--- src/rtl/mmu_trace_buf.sv ---
// Passive MMU page-walk trace recorder: captures walk-state transitions whose PC falls
// inside a programmable window into a circular buffer drained over valid/ready.
module mmu_trace_buf #(
  parameter int DEPTH = 16,
  parameter int XLEN  = 64,
  parameter int ST_W  = 4,
  parameter int CNT_W = 32
) (
  input  logic                       clk,
  input  logic                       rst_n,
  input  logic [XLEN-1:0]            pc,
  input  logic [ST_W-1:0]            state,
  input  logic [ST_W-1:0]            next_state,
  input  logic [XLEN-1:0]            addr,
  input  logic [XLEN-1:0]            pte,
  input  logic                       invalid,
  input  logic                       tlb_hit,
  input  logic                       cfg_en,
  input  logic                       cfg_wrap,
  input  logic [XLEN-1:0]            cfg_pc_lo,
  input  logic [XLEN-1:0]            cfg_pc_hi,
  input  logic                       clr,
  input  logic                       rd_ready,
  output logic                       rd_valid,
  output logic [XLEN-1:0]            rd_pc,
  output logic [XLEN-1:0]            rd_addr,
  output logic [XLEN-1:0]            rd_pte,
  output logic [ST_W-1:0]            rd_state,
  output logic [ST_W-1:0]            rd_next,
  output logic [1:0]                 rd_flags,
  output logic [$clog2(DEPTH):0]     level,
  output logic                       full,
  output logic [CNT_W-1:0]           hit_cnt,
  output logic [CNT_W-1:0]           fault_cnt,
  output logic [CNT_W-1:0]           drop_cnt
);

  localparam int AW = $clog2(DEPTH);
  localparam int LW = AW + 1;

  logic [XLEN-1:0] pc_mem   [DEPTH];
  logic [XLEN-1:0] addr_mem [DEPTH];
  logic [XLEN-1:0] pte_mem  [DEPTH];
  logic [ST_W-1:0] st_mem   [DEPTH];
  logic [ST_W-1:0] nx_mem   [DEPTH];
  logic [1:0]      flg_mem  [DEPTH];

  logic [AW-1:0] wr, rd;
  logic [LW-1:0] level_q;
  logic          ev, pop, push, drop, adv_rd;

  function automatic logic [CNT_W-1:0] sat_inc(input logic [CNT_W-1:0] c, input logic inc);
    return (inc && (c != '1)) ? c + CNT_W'(1) : c;
  endfunction

  assign level    = level_q;
  assign full     = (level_q == LW'(DEPTH));
  assign rd_valid = (level_q != '0);

  always_comb begin
    ev     = cfg_en && (pc >= cfg_pc_lo) && (pc <= cfg_pc_hi) && (state != next_state);
    pop    = rd_valid && rd_ready;
    // When full without a pop, wrap mode still writes by retiring the oldest entry.
    push   = ev && (!full || pop || cfg_wrap);
    drop   = ev && full && !pop;
    adv_rd = pop || (drop && cfg_wrap);
  end

  // Control state: pointers, occupancy and statistics
  always_ff @(posedge clk or negedge rst_n) begin
    if (!rst_n) begin
      wr        <= '0;
      rd        <= '0;
      level_q   <= '0;
      hit_cnt   <= '0;
      fault_cnt <= '0;
      drop_cnt  <= '0;
    end else if (clr) begin
      wr        <= '0;
      rd        <= '0;
      level_q   <= '0;
      hit_cnt   <= '0;
      fault_cnt <= '0;
      drop_cnt  <= '0;
    end else begin
      if (push)   wr <= wr + AW'(1);
      if (adv_rd) rd <= rd + AW'(1);
      if (push && !adv_rd)      level_q <= level_q + LW'(1);
      else if (adv_rd && !push) level_q <= level_q - LW'(1);
      hit_cnt   <= sat_inc(hit_cnt,   ev && tlb_hit);
      fault_cnt <= sat_inc(fault_cnt, ev && invalid);
      drop_cnt  <= sat_inc(drop_cnt,  drop);
    end
  end

  // Entry storage is data only and is never reset
  always_ff @(posedge clk) begin
    if (push && !clr) begin
      pc_mem[wr]   <= pc;
      addr_mem[wr] <= addr;
      pte_mem[wr]  <= pte;
      st_mem[wr]   <= state;
      nx_mem[wr]   <= next_state;
      flg_mem[wr]  <= {invalid, tlb_hit};
    end
  end

  assign rd_pc    = pc_mem[rd];
  assign rd_addr  = addr_mem[rd];
  assign rd_pte   = pte_mem[rd];
  assign rd_state = st_mem[rd];
  assign rd_next  = nx_mem[rd];
  assign rd_flags = flg_mem[rd];

endmodule

--- config.mk ---
export PLATFORM = sky130hd
export DESIGN_NAME = mmu_trace_buf
export DESIGN_NICKNAME = d
export VERILOG_FILES = /design/src/rtl/mmu_trace_buf.sv
export SDC_FILE = /design/constraint.sdc
export NUM_CORES = 2
export LEC_CHECK = 0
export ABC_CLOCK_PERIOD_IN_PS = 19800
export BUFFER_PORTS_ARGS = -buffer_cell sky130_fd_sc_hd__buf_2
export CORE_AREA = 2 2 473 475
export CTS_CLUSTER_SIZE = 25
export DETAILED_ROUTE_END_ITERATION = 10
export DIE_AREA = 0 0 475 477
export PLACE_DENSITY = 0.78
export SYNTH_ARGS = -nofsm -noshare
export SYNTH_HDL_FRONTEND = slang
export SYNTH_SLANG_ARGS = --single-unit
--- constraint.sdc ---
create_clock -name clk -period 19.8 [get_ports clk]
set_clock_uncertainty 0.1 [all_clocks]
set_input_delay 0.99 -clock clk [delete_from_list [all_inputs] [get_ports clk]]
set_output_delay 0.99 -clock clk [all_outputs]
set_load 0.02 [all_outputs]
* Word-level counts from Yosys, hierarchy flattened
Memories as Yosys holds them, arrays and structs flattened. Cells that the tools add are included.
Storage, ports and cells: memories kept 6, bits of input ports 336, RAM bits 3232, register bits after elaboration 109, logic and storage cells 72
Memory list:
- addr_mem | words 16, bits a word 64, rd ports 1, clocked after Yosys merged registers in 0, write ports 1, RTL line 42 | logic [XLEN-1:0] addr_mem [DEPTH];
- pc_mem | words 16, bits a word 64, rd ports 1, clocked after Yosys merged registers in 0, write ports 1, RTL line 41 | logic [XLEN-1:0] pc_mem [DEPTH];
- pte_mem | words 16, bits a word 64, rd ports 1, clocked after Yosys merged registers in 0, write ports 1, RTL line 43 | logic [XLEN-1:0] pte_mem [DEPTH];
- nx_mem | words 16, bits a word 4, rd ports 1, clocked after Yosys merged registers in 0, write ports 1, RTL line 45 | logic [ST_W-1:0] nx_mem [DEPTH];
- st_mem | words 16, bits a word 4, rd ports 1, clocked after Yosys merged registers in 0, write ports 1, RTL line 44 | logic [ST_W-1:0] st_mem [DEPTH];
- flg_mem | words 16, bits a word 2, rd ports 1, clocked after Yosys merged registers in 0, write ports 1, RTL line 46 | logic [1:0] flg_mem [DEPTH];
Operators by class: add/sub/neg operators 7, reductions and logical operators 31, order comparisons 2, muxes and demuxes 15, equality and inequality tests 5
Operators with widths (number):
- 32-bit 2-to-1 mux | 6
- 32-bit by 1-bit adder with 32-bit output (second input constant) | 3
- 32-bit != test (second input constant) | 3
- 64-bit >= comparator | 1
- 64-bit <= comparator | 1
- 1-bit logical AND | 16
- 4-bit 2-to-1 mux | 4
- 5-bit 2-to-1 mux | 3
- 2-bit nonzero test | 5
- 4-bit by 1-bit adder with 4-bit output (second input constant) | 2
- 5-bit by 1-bit adder with 5-bit output (second input constant) | 1
- 5-bit equality test (second input constant) | 1
- 1-bit logical NOT | 5
- 5-bit nonzero test | 1
- 5-bit by 1-bit subtractor with 5-bit output (second input constant) | 1
- 4-bit != test | 1
- 1-bit logical OR | 3
- 3-bit nonzero test | 1
- 1-bit 2-to-1 mux | 2

* Logic depth before layout (Yosys ltp)
depth after elaboration 12, mapped depth 18, gate-level depth less buffers 16

* Least setup slack after synthesis
Ideal clock, no wire load.
path type input port to flip-flop, start input port cfg_pc_hi[14], end memory addr_mem[2][0], enable pin, setup slack 1.981 ns, required time 18.688 ns, arrival 16.707 ns, library setup time 1.012 ns, path buffers 1, stages on the path 13, cell sequence inv_1 ha_1 a21oi_1 nand2_1 a221o_1 a211oi_2 o22ai_1 and4b_1 buf_4 o21ai_0 a21oi_2 nand3b_1 nor3_1
Between the ends: word-level cells in the longest chain between the ends 7
Ends and longest elaborated chain:
- start: declaration | RTL line 21 | input logic [XLEN-1:0] cfg_pc_hi,
- 64-bit <= comparator | RTL line 61 | ev = cfg_en && (pc >= cfg_pc_lo) && (pc <= cfg_pc_hi) && (state != next_state);
- 1-bit logical AND (2 in a row) | RTL line 61
- 1-bit logical AND | RTL line 64 | push = ev && (!full || pop || cfg_wrap);
- 1-bit logical AND | RTL line 98 | if (push && !clr) begin
- 1-bit 2-to-1 mux | RTL line 98
- 1-bit 2-to-1 mux (implied by the code) | RTL line 100 | addr_mem[wr] <= addr;
- end: declaration | RTL line 42
Every way passes these cells.

* Final worst setup path
start input port pc[27], end memory pte_mem[7][53], enable pin
Between the ends: word-level cells in the longest chain between the ends 8, elaborated cells between the ends (all ways) 9, classes of those cells 2 x order compare; 2 x mux; 5 x reduce/logical
Ends and longest elaborated chain:
- start: declaration | RTL line 11 | input logic [XLEN-1:0] pc,
- 64-bit >= comparator | RTL line 61
- 1-bit logical AND | RTL line 61
- 1-bit logical AND (*) (2 in a row) | RTL line 61
- 1-bit logical AND (*) | RTL line 64
- 1-bit logical AND (*) | RTL line 98
- 1-bit 2-to-1 mux (*) | RTL line 98
- 1-bit 2-to-1 mux (implied by the code) (*) | RTL line 101 | pte_mem[wr] <= pte;
- end: declaration | RTL line 43
Every way passes the cells marked *; elsewhere a longest branch is shown, timed or not.

==> results_dict.tcl <==
set metrics [dict create \
    nets 8335 \
    wl_mm 335 \
    whs_endpoint "addr_mem[14][60]$_DFFE_PP_" \
    reg2reg_from "level[0]$_DFFE_PN0P_" \
    peakVddDrop_mv 0.0882 \
    synth_cells 7132 \
    setup_viol 0 \
    hpwlAfterDp_mm 177 \
    place.gp.congestion 0.848 \
    crit_type "input port to flip-flop" \
    p_leak_nw 49.2 \
    avgSynthCellArea_sq_um 18.6 \
    vias 72800 \
    critical_path_required_ps 20260 \
    cp-end-kind "flip-flop" \
    cts_max_level 5 \
    cts_inserted_buffers 341 \
    rsz0062_at_grt "false" \
    fill_cells 13800 \
    finalHoldViolations 0 \
    synth_area_leaders "edfxtp_1 (73%), mux4_2 (6.9%), mux2i_1 (4.6%)" \
    ant_nets 0 \
    die_h_microns 477 \
    grt_max_degree 138 \
    slowest_delay_ps 990 \
    die-area_sq_mm 0.227 \
    dp.cells 10500 \
    synth_largest_area_cell "edfxtp_1" \
    antenna_found_initial 74 \
    cts_hold_buf 1 \
    max_slew_margin_pct 9.24 \
    post-cts-setup-buffers 0 \
    instances_no_fill 11100 \
    r2r_setup_slack_ps 14040 \
    cp.depth 15 \
    r2r-end "pte_mem[7][53]$_DFFE_PP_" \
    clock-sinks 3341 \
    fmax_mhz 122 \
    drive_above_1_share_pct 23.3 \
    cts_tree "done" \
    crit_path_top_delay_cell "buf_4" \
    status "complete, no violations" \
    drc 0 \
    insertion_delay_ps 960 \
    cts_resized 0 \
    die_w_microns 475 \
    fin_setup_tns_ps 0 \
    drtIter0Drc 8789 \
    yosysWarningCount 0 \
    cap_violations 0 \
    synth-edff-count 3232 \
    maxSlewViolCount 0 \
    pwr_density_cell_mw_per_mm2 109 \
    grt_pass1_vias 73800 \
    ios 641 \
    core-area_sq_mm 0.221 \
    holdCritStartpoint "addr[60]" \
    root_buffer "clkbuf_16" \
    critPathArrivalTime_ps 8630 \
    yosysSeqAreaShare_pct 75.4 \
    syn-num-nets 7608 \
    async_flop_share_pct 3.26 \
    max-clock-path-buffers 4 \
    netlist.area_leader.share_pct 73.3 \
    synth_ff_type "edfxtp_1" \
    path_buf_inv 4 \
    startpoint_type "input port" \
    gr-total-overflow 0 \
    worstPathCellList "buf_2 > ha_1 > nand4_1 > nor4_1 > a221oi_1 > a21oi_1 > o21bai_1 > o211ai_2 > o21ai_0 > a21oi_2 > nand3b_1 > nor2_4 > buf_4 > buf_4 > buf_4" \
    drtPass1Iterations 6 \
    wl_per_cell_microns 30.1 \
    tightest_slew_ps 1340 \
    via_per_inst 6.54 \
    critPathTopFamily "buffers and inverters" \
    grt_use_total_pct 29.4 \
    fin_crit_sh_pct 41.3 \
    layout_min_cycle_time_ps 8170 \
    ys_types 69 \
    hp-class "input port to flip-flop" \
    start_util_pct 59.8 \
    io_buffers 640 \
    cp_common_cell "buf_4" \
    syn_area_sq_mm 0.132 \
    crit_fanout 55 \
    path_clk_slew_ps 60 \
    rr_worst_depth 9 \
    hold_depth 1 \
    rows 173 \
    grt_pass1_wl_mm 487 \
    synth_seq_cells 3341 \
    area_growth_pct 13.2 \
]
[metrics by stage]
| stage | area (sq um) | hold WS [ps] | worst slack, ps | total power [mW] | utilization [%] |
|---|---|---|---|---|---|
| floorplan | 132000 | 458 | 1980 | 9.50 | - |
| global placement | 139000 | 446 | 10970 | 10.2 | 62.8 |
| detailed placement | 139000 | 457 | 10700 | 10.2 | 62.8 |
| CTS | 150000 | 216 | 11490 | 16.4 | 67.6 |
| global route | 150000 | 264 | 11190 | 16.8 | 67.7 |
| finish | 150000 | 283 | 11630 | 16.3 | 67.7 |
[power by group]
group | leakage, nW | internal [mW] | total, mW | switching [mW]
Sequential | 30.6 | 7.77 | 7.81 | 0.0364
Combinational | 13.4 | 0.943 | 2.26 | 1.31
Clock | 5.25 | 3.62 | 6.23 | 2.61
Total | 49.2 | 12.3 | 16.3 | 3.96
[worst max-delay path by stage]
stage	start	end	slack [ps]
3_5_place_dp	pc[27]	pte_mem[7][51]$_DFFE_PP_	10700
6_report	pc[27]	pte_mem[7][53]$_DFFE_PP_	11630
5_1_grt	rd[0]$_DFFE_PN0P_	rd_pte[35]	11190
3_3_place_gp	pc[27]	pte_mem[7][51]$_DFFE_PP_	10970
2_1_floorplan	cfg_pc_hi[14]	addr_mem[2][0]$_DFFE_PP_	1980
4_1_cts	rd[0]$_DFFE_PN0P_	rd_pte[35]	11490
[kinds of logic (layout without fill, tap and decap cells)]
family	count (synthesis)	after routing	synth area share, %
and+or+nand+nor	658	658	2.40
other	0	41	0
muxes	1217	1217	13.2
xor gates and xnor gates	95	95	0.629
AOI/OAI and AO/OA	1156	1156	5.50
buffers and inverters	525	1510	1.52
adders and majority gates	140	140	1.33
DFF	3341	3341	75.4
[cell type report]
cell class	count	area (sq um)	share of cell area, %
well taps	2975	3720	2.48
flip-flops and latches	3341	99800	66.6
inverters	153	574	0.383
clock buffers	410	8920	5.95
clock inverters	191	1800	1.20
repair buffers	756	4270	2.85
diodes	41	103	0.0685
multi-input cells	3266	30700	20.5
[per-layer routing]
layer | GRT usage (%) | share of wire (%) | vias to the layer above
met5 | 0 | 0.058 | -
met3 | 5.81 | 9.6 | 750
li1 | - | - | 30400
met1 | 40.1 | 38 | 37500
met4 | 11.7 | 4.0 | 32
met2 | 47.1 | 49 | 4108
[cell usage after synthesis, types with 3 or more instances]
cell type and number:
edfxtp_1 3232, mux2i_1 608, o21ai_0 428, mux4_2 406, nand2_1 269, a21oi_1 264, clkbuf_1 261, a221oi_1 205
a22oi_1 203, mux2_2 202, inv_1 153, ha_1 139, nor2_1 134, dfrtp_1 109, buf_1 90, xnor2_1 87
nor3_1 59, nand3_1 58, nand4_1 42, nor4_1 22, buf_2 15, a21o_1 14, nor4_2 13, or3_1 13
nand2b_1 9, xor2_1 8, and2_1 6, and3_1 6, and4_1 6, nand3b_1 6, a31oi_1 5, buf_4 5
a211oi_1 4, nor2b_1 3, nor4_4 3, o21bai_1 3
[cell usage in the layout (no fill, tap or decap), drive strengths merged, types with 139 or more instances in the layout]
master,instances
clkinv,139
clkbuf,410
ha,139
edfxtp,3232
mux2i,609
buf,755
mux4,406
a221oi,205
nand2,269
a21oi,265
o21ai,430
mux2,202
inv,163
a22oi,203
[sequential cells by signal, summed over array words and instances, names as in the netlist]
signal	flops
fault_cnt	32
nx_mem	64
drop_cnt	32
st_mem	64
level	5
rd	4
pte_mem	1024
addr_mem	1024
flg_mem	32
pc_mem	1024
hit_cnt	32
wr	4
No activity file was read; power rests on OpenSTA's default activity.
